### config.mk
export PLATFORM = sky130hd
export DESIGN_NAME = song_sequencer
export DESIGN_NICKNAME = d
export VERILOG_FILES = /design/src/rtl/song_sequencer.sv
export SDC_FILE = /design/constraint.sdc
export NUM_CORES = 1
export LEC_CHECK = 0
export ABC_AREA = 1
export BUFFER_PORTS_ARGS = -buffer_cell sky130_fd_sc_hd__buf_2
export CORE_MARGIN = 1
export CORE_UTILIZATION = 40
export DETAILED_ROUTE_END_ITERATION = 8
export SLEW_MARGIN = 10
export SYNTH_ARGS = -nofsm -noshare
export SYNTH_HDL_FRONTEND = slang
export SYNTH_SLANG_ARGS = --single-unit
### constraint.sdc
create_clock -name CLOCK_50 -period 2 [get_ports CLOCK_50]
set_clock_uncertainty 0.2 [all_clocks]
set_input_delay 0.1 -clock CLOCK_50 [delete_from_list [all_inputs] [get_ports CLOCK_50]]
set_output_delay 0.1 -clock CLOCK_50 [all_outputs]
set_load 0.01 [all_outputs]
### src/rtl/song_sequencer.sv
// song_sequencer
//   Steps the 6-bit note index that drives the harmonic tone generators
//   through a song at a programmable tempo. The game logic issues
//   start/stop/pause/loop commands. This block owns all step timing and
//   drives the shared note bus plus status pulses.
//
// State table:
//   state  | meaning
//   IDLE   | not playing, note bus held at REST_IDX
//   PLAY   | sounding note idx, tick counting toward step_len-1
//   PAUSED | tick/idx frozen, note muted to REST_IDX, playing still high
//
// Ports:
//   CLOCK_50   in   system clock (50 MHz)
//   reset      in   synchronous, active-high reset
//   start      in   begin (or restart) playback from step 0
//   stop       in   abort to IDLE; wins over start
//   pause      in   hold playback while high
//   loop_en    in   wrap to step 0 after the last step, sampled at the boundary
//   tempo_sel  in   step length = TICKS_PER_STEP >> tempo_sel, latched per step
//   note       out  note index to the tone generators
//   step_pulse out  one-cycle pulse at the start of every step
//   playing    out  high in PLAY and PAUSED
//   done       out  one-cycle pulse when a non-looping song completes
//
// All outputs are registered.

module song_sequencer #(
    parameter int TICKS_PER_STEP = 12_500_000,
    parameter int SONG_LEN       = 47,
    parameter int REST_IDX       = 63
) (
    input  logic       CLOCK_50,
    input  logic       reset,
    input  logic       start,
    input  logic       stop,
    input  logic       pause,
    input  logic       loop_en,
    input  logic [1:0] tempo_sel,
    output logic [5:0] note,
    output logic       step_pulse,
    output logic       playing,
    output logic       done
);

    localparam logic [23:0] TPS      = 24'(TICKS_PER_STEP);
    localparam logic [5:0]  LAST_IDX = 6'(SONG_LEN - 1);
    localparam logic [5:0]  REST     = 6'(REST_IDX);

    typedef enum logic [1:0] {
        IDLE   = 2'd0,
        PLAY   = 2'd1,
        PAUSED = 2'd2
    } state_t;

    state_t      state, state_nxt;
    logic [5:0]  idx, idx_nxt;
    logic [23:0] tick, tick_nxt;
    logic [23:0] step_len, step_len_nxt;
    logic [5:0]  note_nxt;
    logic        step_pulse_nxt, playing_nxt, done_nxt;
    logic [23:0] tempo_len;

    assign tempo_len = TPS >> tempo_sel;

    always_ff @(posedge CLOCK_50) begin
        if (reset) begin
            state      <= IDLE;
            idx        <= '0;
            tick       <= '0;
            step_len   <= TPS;
            note       <= REST;
            step_pulse <= 1'b0;
            playing    <= 1'b0;
            done       <= 1'b0;
        end else begin
            state      <= state_nxt;
            idx        <= idx_nxt;
            tick       <= tick_nxt;
            step_len   <= step_len_nxt;
            note       <= note_nxt;
            step_pulse <= step_pulse_nxt;
            playing    <= playing_nxt;
            done       <= done_nxt;
        end
    end

    always_comb begin
        state_nxt      = state;
        idx_nxt        = idx;
        tick_nxt       = tick;
        step_len_nxt   = step_len;
        note_nxt       = note;
        step_pulse_nxt = 1'b0;
        playing_nxt    = playing;
        done_nxt       = 1'b0;

        if (stop) begin
            state_nxt   = IDLE;
            idx_nxt     = '0;
            tick_nxt    = '0;
            note_nxt    = REST;
            playing_nxt = 1'b0;
        end else if (start) begin
            state_nxt      = PLAY;
            idx_nxt        = '0;
            tick_nxt       = '0;
            step_len_nxt   = tempo_len;
            note_nxt       = '0;
            step_pulse_nxt = 1'b1;
            playing_nxt    = 1'b1;
        end else begin
            case (state)
                IDLE: begin
                    note_nxt    = REST;
                    playing_nxt = 1'b0;
                end
                PLAY: begin
                    // Pause is checked before the boundary so a step boundary
                    // coinciding with pause is deferred until after resume.
                    if (pause) begin
                        state_nxt = PAUSED;
                        note_nxt  = REST;
                    end else if (tick == step_len - 24'd1) begin
                        tick_nxt     = '0;
                        step_len_nxt = tempo_len;
                        if (idx == LAST_IDX) begin
                            if (loop_en) begin
                                idx_nxt        = '0;
                                note_nxt       = '0;
                                step_pulse_nxt = 1'b1;
                            end else begin
                                state_nxt   = IDLE;
                                idx_nxt     = '0;
                                note_nxt    = REST;
                                playing_nxt = 1'b0;
                                done_nxt    = 1'b1;
                            end
                        end else begin
                            idx_nxt        = idx + 6'd1;
                            note_nxt       = idx + 6'd1;
                            step_pulse_nxt = 1'b1;
                        end
                    end else begin
                        tick_nxt = tick + 24'd1;
                    end
                end
                PAUSED: begin
                    // Resume edge only restores the note; tick continues from
                    // its frozen value on the following cycles.
                    if (!pause) begin
                        state_nxt = PLAY;
                        note_nxt  = idx;
                    end
                end
                default: begin
                    state_nxt   = IDLE;
                    idx_nxt     = '0;
                    tick_nxt    = '0;
                    note_nxt    = REST;
                    playing_nxt = 1'b0;
                end
            endcase
        end
    end

endmodule

======== After elaboration in Yosys (flattened, before gate mapping) ========
Cells that the tools add are included.
storage, ports and cells
  register bits after elaboration ......... 65
  bits in latches ......................... 0
  RAM bits ................................ 0
  ROM bits ................................ 0
  logic and storage cells ................. 92
  memories ................................ 0
operators by class
  add/subtract/negate cells ............... 3
  multiply operators ...................... 0
  div/mod/pow operators ................... 0
  order comparisons ....................... 0
  equal/unequal tests ..................... 21
  shift-type cells ........................ 1
  mux-type cells .......................... 38
  bitwise operators ....................... 6
  reductions and logical operators ........ 14
operator list
  cell                     count
  $mux W24                 6
  $mux W6                  9
  $pmux W24 S2             1
  $add A24 B1 Y24 const B  1
  $eq A24 B24 Y1           1
  $ne A3 B3 Y1 const B     8
  $pmux W6 S2              2
  $shr A24 B2 Y24 const A  1
  $sub A24 B1 Y24 const B  1
  $reduce_and A5 Y1        3
  $mux W1                  13
  $ne A2 B2 Y1 const B     6
  $ne A4 B4 Y1 const B     3
  $mux W2                  5
  $reduce_or A7 Y1         1
  $add A6 B1 Y6 const B    1
  $eq A6 B6 Y1 const B     1
  $not A1 Y1               6
  $pmux W2 S3              1
  $reduce_and A2 Y1        2
  $reduce_and A4 Y1        1
  $reduce_bool A2 Y1       2
  $reduce_or A2 Y1         2
  $reduce_and A3 Y1        1
  5 further kinds          5

======== Longest topological paths before layout ========
  word-level depth ........................ 6
  gate-level depth with buffers ........... 16
  gate-level depth less buffers ........... 16

======== Worst setup path after synthesis ========
No wires, ideal clock.
  kind .................................... reg2reg
  start point ............................. reg state[0]
  end point ............................... reg tick[19]
  library setup time ...................... 0.117 ns
  data arrival time ....................... 1.782 ns
  required time ........................... 1.683 ns
  slack ................................... -0.099 ns
  stages on the path, launching flop included .. 15
  path buffers ............................ 2
  cells stage by stage .................... dfxtp_1 -> inv_1 -> ha_1 -> buf_2 -> inv_2 -> nand3_1 -> buf_2 -> nor3_4 -> nand2_1 -> nor2_1 -> nand3_1 -> nor2_1 -> nand2_1 -> nor2_1 -> nor3_2
on the way
  longest elaborated chain between the ends .. 4
  elaborated cells between the ends (all ways) .. 8
ends and longest elaborated chain
  what                                              RTL line  text
  start, declared                                   56        state_t state, state_nxt;
  start signal, assigned                            77        state <= state_nxt;
  $eq A2 B2 Y1 or $logic_not A2 Y1 (tied branches)  113       case (state)
  $reduce_or A2 Y1 (no line)                        -
  $not A1 Y1 (no line)                              -
  $reduce_and A2 Y1 (no line)                       -
  end signal, assigned                              79        tick <= tick_nxt;
  end, declared                                     58        logic [23:0] tick, tick_nxt;
Parallel ways exist; a longest one is shown, timed or not.
A chain may end at the register's enable or synchronous reset.

======== Worst setup path after layout ========
  start point ............................. reg state[0]
  end point ............................... reg tick[14]
The elaborated chain is that of the path after synthesis.

==> summary.txt <==
CTS
  – CTS H-Tree Depth: 2
  – CTS tree: done
  – TritonCTS buffer count: 5
  – Clock buffer depth: 2
  – CTS sink cnt: 52
  – Worst-Skew Late Latency: 0.31 ns
  – Worst-path clk slew: about 0.10 ns
  – Root Driver: clkbuf_8

Min path
  – Hold Path Class: primary input to flip-flop

Detailed routing
  – Vias per cell: 4.99
  – DRT Pass-1 Iters: 5
  – Final WL: 8.54 mm
  – DRC violations left: 0
  – DR vias: 3,309
  – Post-route ant nets: 0
  – DR WL/cell: 12.9 µm
  – Initial drt markers: 212

Die
  – Chip Width: about 91 µm
  – Starting density of the core: 41.4%
  – Num ports: 17
  – Die Y-Extent: 91.4 µm
  – Site Rows: 32
  – Die area: about 8400 µm²
  – Core Box Area: between 7000 and 8000 µm²

Worst setup path
  – Crit start category: flip-flop
  – Setup crit end: tick[14]
  – Worst Path Max Fanout: 3
  – CP endpoint kind: flip-flop
  – Crit path from: state[0]
  – Critical path class: flip-flop to flip-flop
  – Worst R2R Start: state[0]
  – Reg-to-reg setup timing slack: -0.06 ns
  – CP Data Required Time: 2.00 ns
  – R2r endpoint: tick[14]
  – Worst endpoint data arrival time: 2.07 ns
  – R2R cell count: 11

Synthesis
  – Flops & latches, synth: 52
  – Syn Area/Cell: 6.65 µm²
  – Area leader, netlist: dfxtp_1
  – Synthesized cell area: 3200 µm²
  – Seq/Total Area, Yosys: 32.6%
  – Count of different cell masters after synthesis: 41
  – Synth area leaders: dfxtp_1 (33%), nand2_1 (15%), nand3_1 (8.1%)
  – Synth top area share: 32.6%
  – Gate Count Post-Synth: about 480
  – Yosys warning count: 0
  – Syn nets: 496

STA
  – Period utilization: 103%
  – Final setup viols: 31
  – Worst Tran Pin Value: about 0.44 ns
  – Fmax: approximately 480 MHz
  – Max-slew violations: 0
  – Tmin final: 2.06 ns
  – PnR worst setup slack: -0.0632 ns
  – Hold Vio Cnt, Final: 0
  – Slew margin rel.: 70.5%
  – RSZ-0062 raised after global routing: yes
  – Setup TNS: -0.979 ns

Status
  – Run status: finished with violations
  – Violated checks: negative setup slack

GRT
  – First-pass GRT wire length: 14.6 mm
  – GR Overflow Total: 0
  – Antenna violations before repair: 0
  – GRT Util Overall: 21.5%
  – Largest net degree at the start of global routing: 16
  – Vias in the first global route: 3,165

Cells and area
  – Ant diodes: 0
  – Layout Nets: approximately 580
  – Layout cells sized above 1: 29.1%
  – Layout overhead on the synthesized area: 31.3%

Placement
  – PortBufs: 16
  – Pre-CTS WS: -0.161 ns
  – Final RePlAce weighted congestion: 0.870
  – Final HPWL DP: 6.52 mm

Power and ir drop
  – Power per cell area: 470 nW/µm²
  – Static leakage: 1.77 nW
  – Max IR drop VDD: 340 µV

Job
  – MaxCap Viol Count: 0
-- sequential cells by signal, summed over array words and instances, names as in the netlist --
name and flops:
state 2, step_len 11, playing 1, tick 24, note 6, step_pulse 1
done 1, idx 6
-- metal layers --
metal | wire, µm | vias up | GRT usage, %
li1 | - | 1715 | -
met1 | 4330 | 1509 | 30.3
met2 | 3690 | 77 | 34.1
met3 | 401 | 8 | 3.35
met4 | 107 | 0 | 5.29
met5 | 0 | - | 0
-- cell families (layout without fill, tap and decap cells) --
group,count (synthesis),after routing,synth area share [%]
AND/OR/NAND/NOR,308,308,45.9
buffers and inverters,65,145,8.65
flip-flops,52,52,32.6
AO/OA/AOI/OAI,35,35,6.30
XOR/XNOR,14,14,3.83
adder cells (fa/ha/maj),7,7,2.74
-- worst max-delay path: stages (launching register included) --
cell and delay [ns]:
dfxtp_2 0.36, inv_2 0.04, ha_1 0.21, inv_1 0.10, nand3_4 0.11, buf_4 0.16, nor2_2 0.11, nand2_1 0.09
nor2_2 0.14, nand2_2 0.10, nor4_4 0.27, nor3_2 0.07
-- layout by cell type, fill, tap and decap left out, drive strengths merged, types with 2 or more instances in the layout --
cell,instances
nand3,53
nor4,4
dlygate4sd3,5
nand3b,5
dfxtp,52
nor2,77
clkinv,3
nand2,135
clkbuf,8
a31oi,2
nor3,13
inv,56
xor2,13
buf,73
o21ai,9
a21oi,18
ha,7
nor3b,5
nand4,14
-- worst min path at each step --
stage	cells past startpoint	slack (ns)	endpoint	from
global placement	2	0.11	step_len[8]	reset
CTS	4	0.02	note[5]	start
detailed placement	2	0.11	step_len[8]	reset
floorplan	1	-0.03	step_len[8]	reset
finish	3	0.01	step_pulse	start
global route	3	0.03	step_pulse	start
-- timing repair --
action | 4_1_cts | 5_1_grt
setup buffers | 1 | 1
hold buffers | 5 | 0
endpoints found under the hold margin | 17 | 0
resized for setup | 29 | 24
cloned | 0 | 1
pin swaps | 20 | 9
setup endpoints to repair | 46 | 51
-- power breakdown --
part / total, mW / switching, mW / internal, mW
clock network: 0.596 / 0.349 / 0.247
logic: 0.298 / 0.171 / 0.127
registers: 1.08 / 0.0202 / 1.06
-- cell type report --
type,count,area (µm²)
clock inverter,1,5.00
tap,102,128
clock buffer,7,76.3
timing repair buffer,79,628
fill,736,3530
inverter,58,224
sequential,52,1060
multi-input combinational,364,2080
-- through the flow --
step	hold slack [ns]	util, %	std cells	power, mW	area [µm²]
after floorplan	-0.0309	-	481	1.28	3240
after global placement	0.107	49.6	647	1.36	3830
after detailed placement	0.112	49.6	647	1.37	3830
after CTS	0.0176	52.8	661	1.98	4080
after global routing	0.0324	54.3	663	2.07	4200
final	0.0138	54.3	663	1.97	4200
-- Yosys cell counts (all sizes together) --
library cell  count
nand2           135
nor2             77
inv              56
nand3            53
dfxtp            52
a21oi            18
nand4            14
nor3             13
xor2             13
o21ai             9
ha                7
buf               5
nand3b            5
nor3b             5
nor4              4
a31oi             2
clkbuf            2
clkinv            2
a21boi            1
a221oi            1
and3              1
o211ai            1
o21bai            1
o22ai             1
o32ai             1
or2               1
xnor2             1
Note: power is estimated with default switching activity, not from simulation.
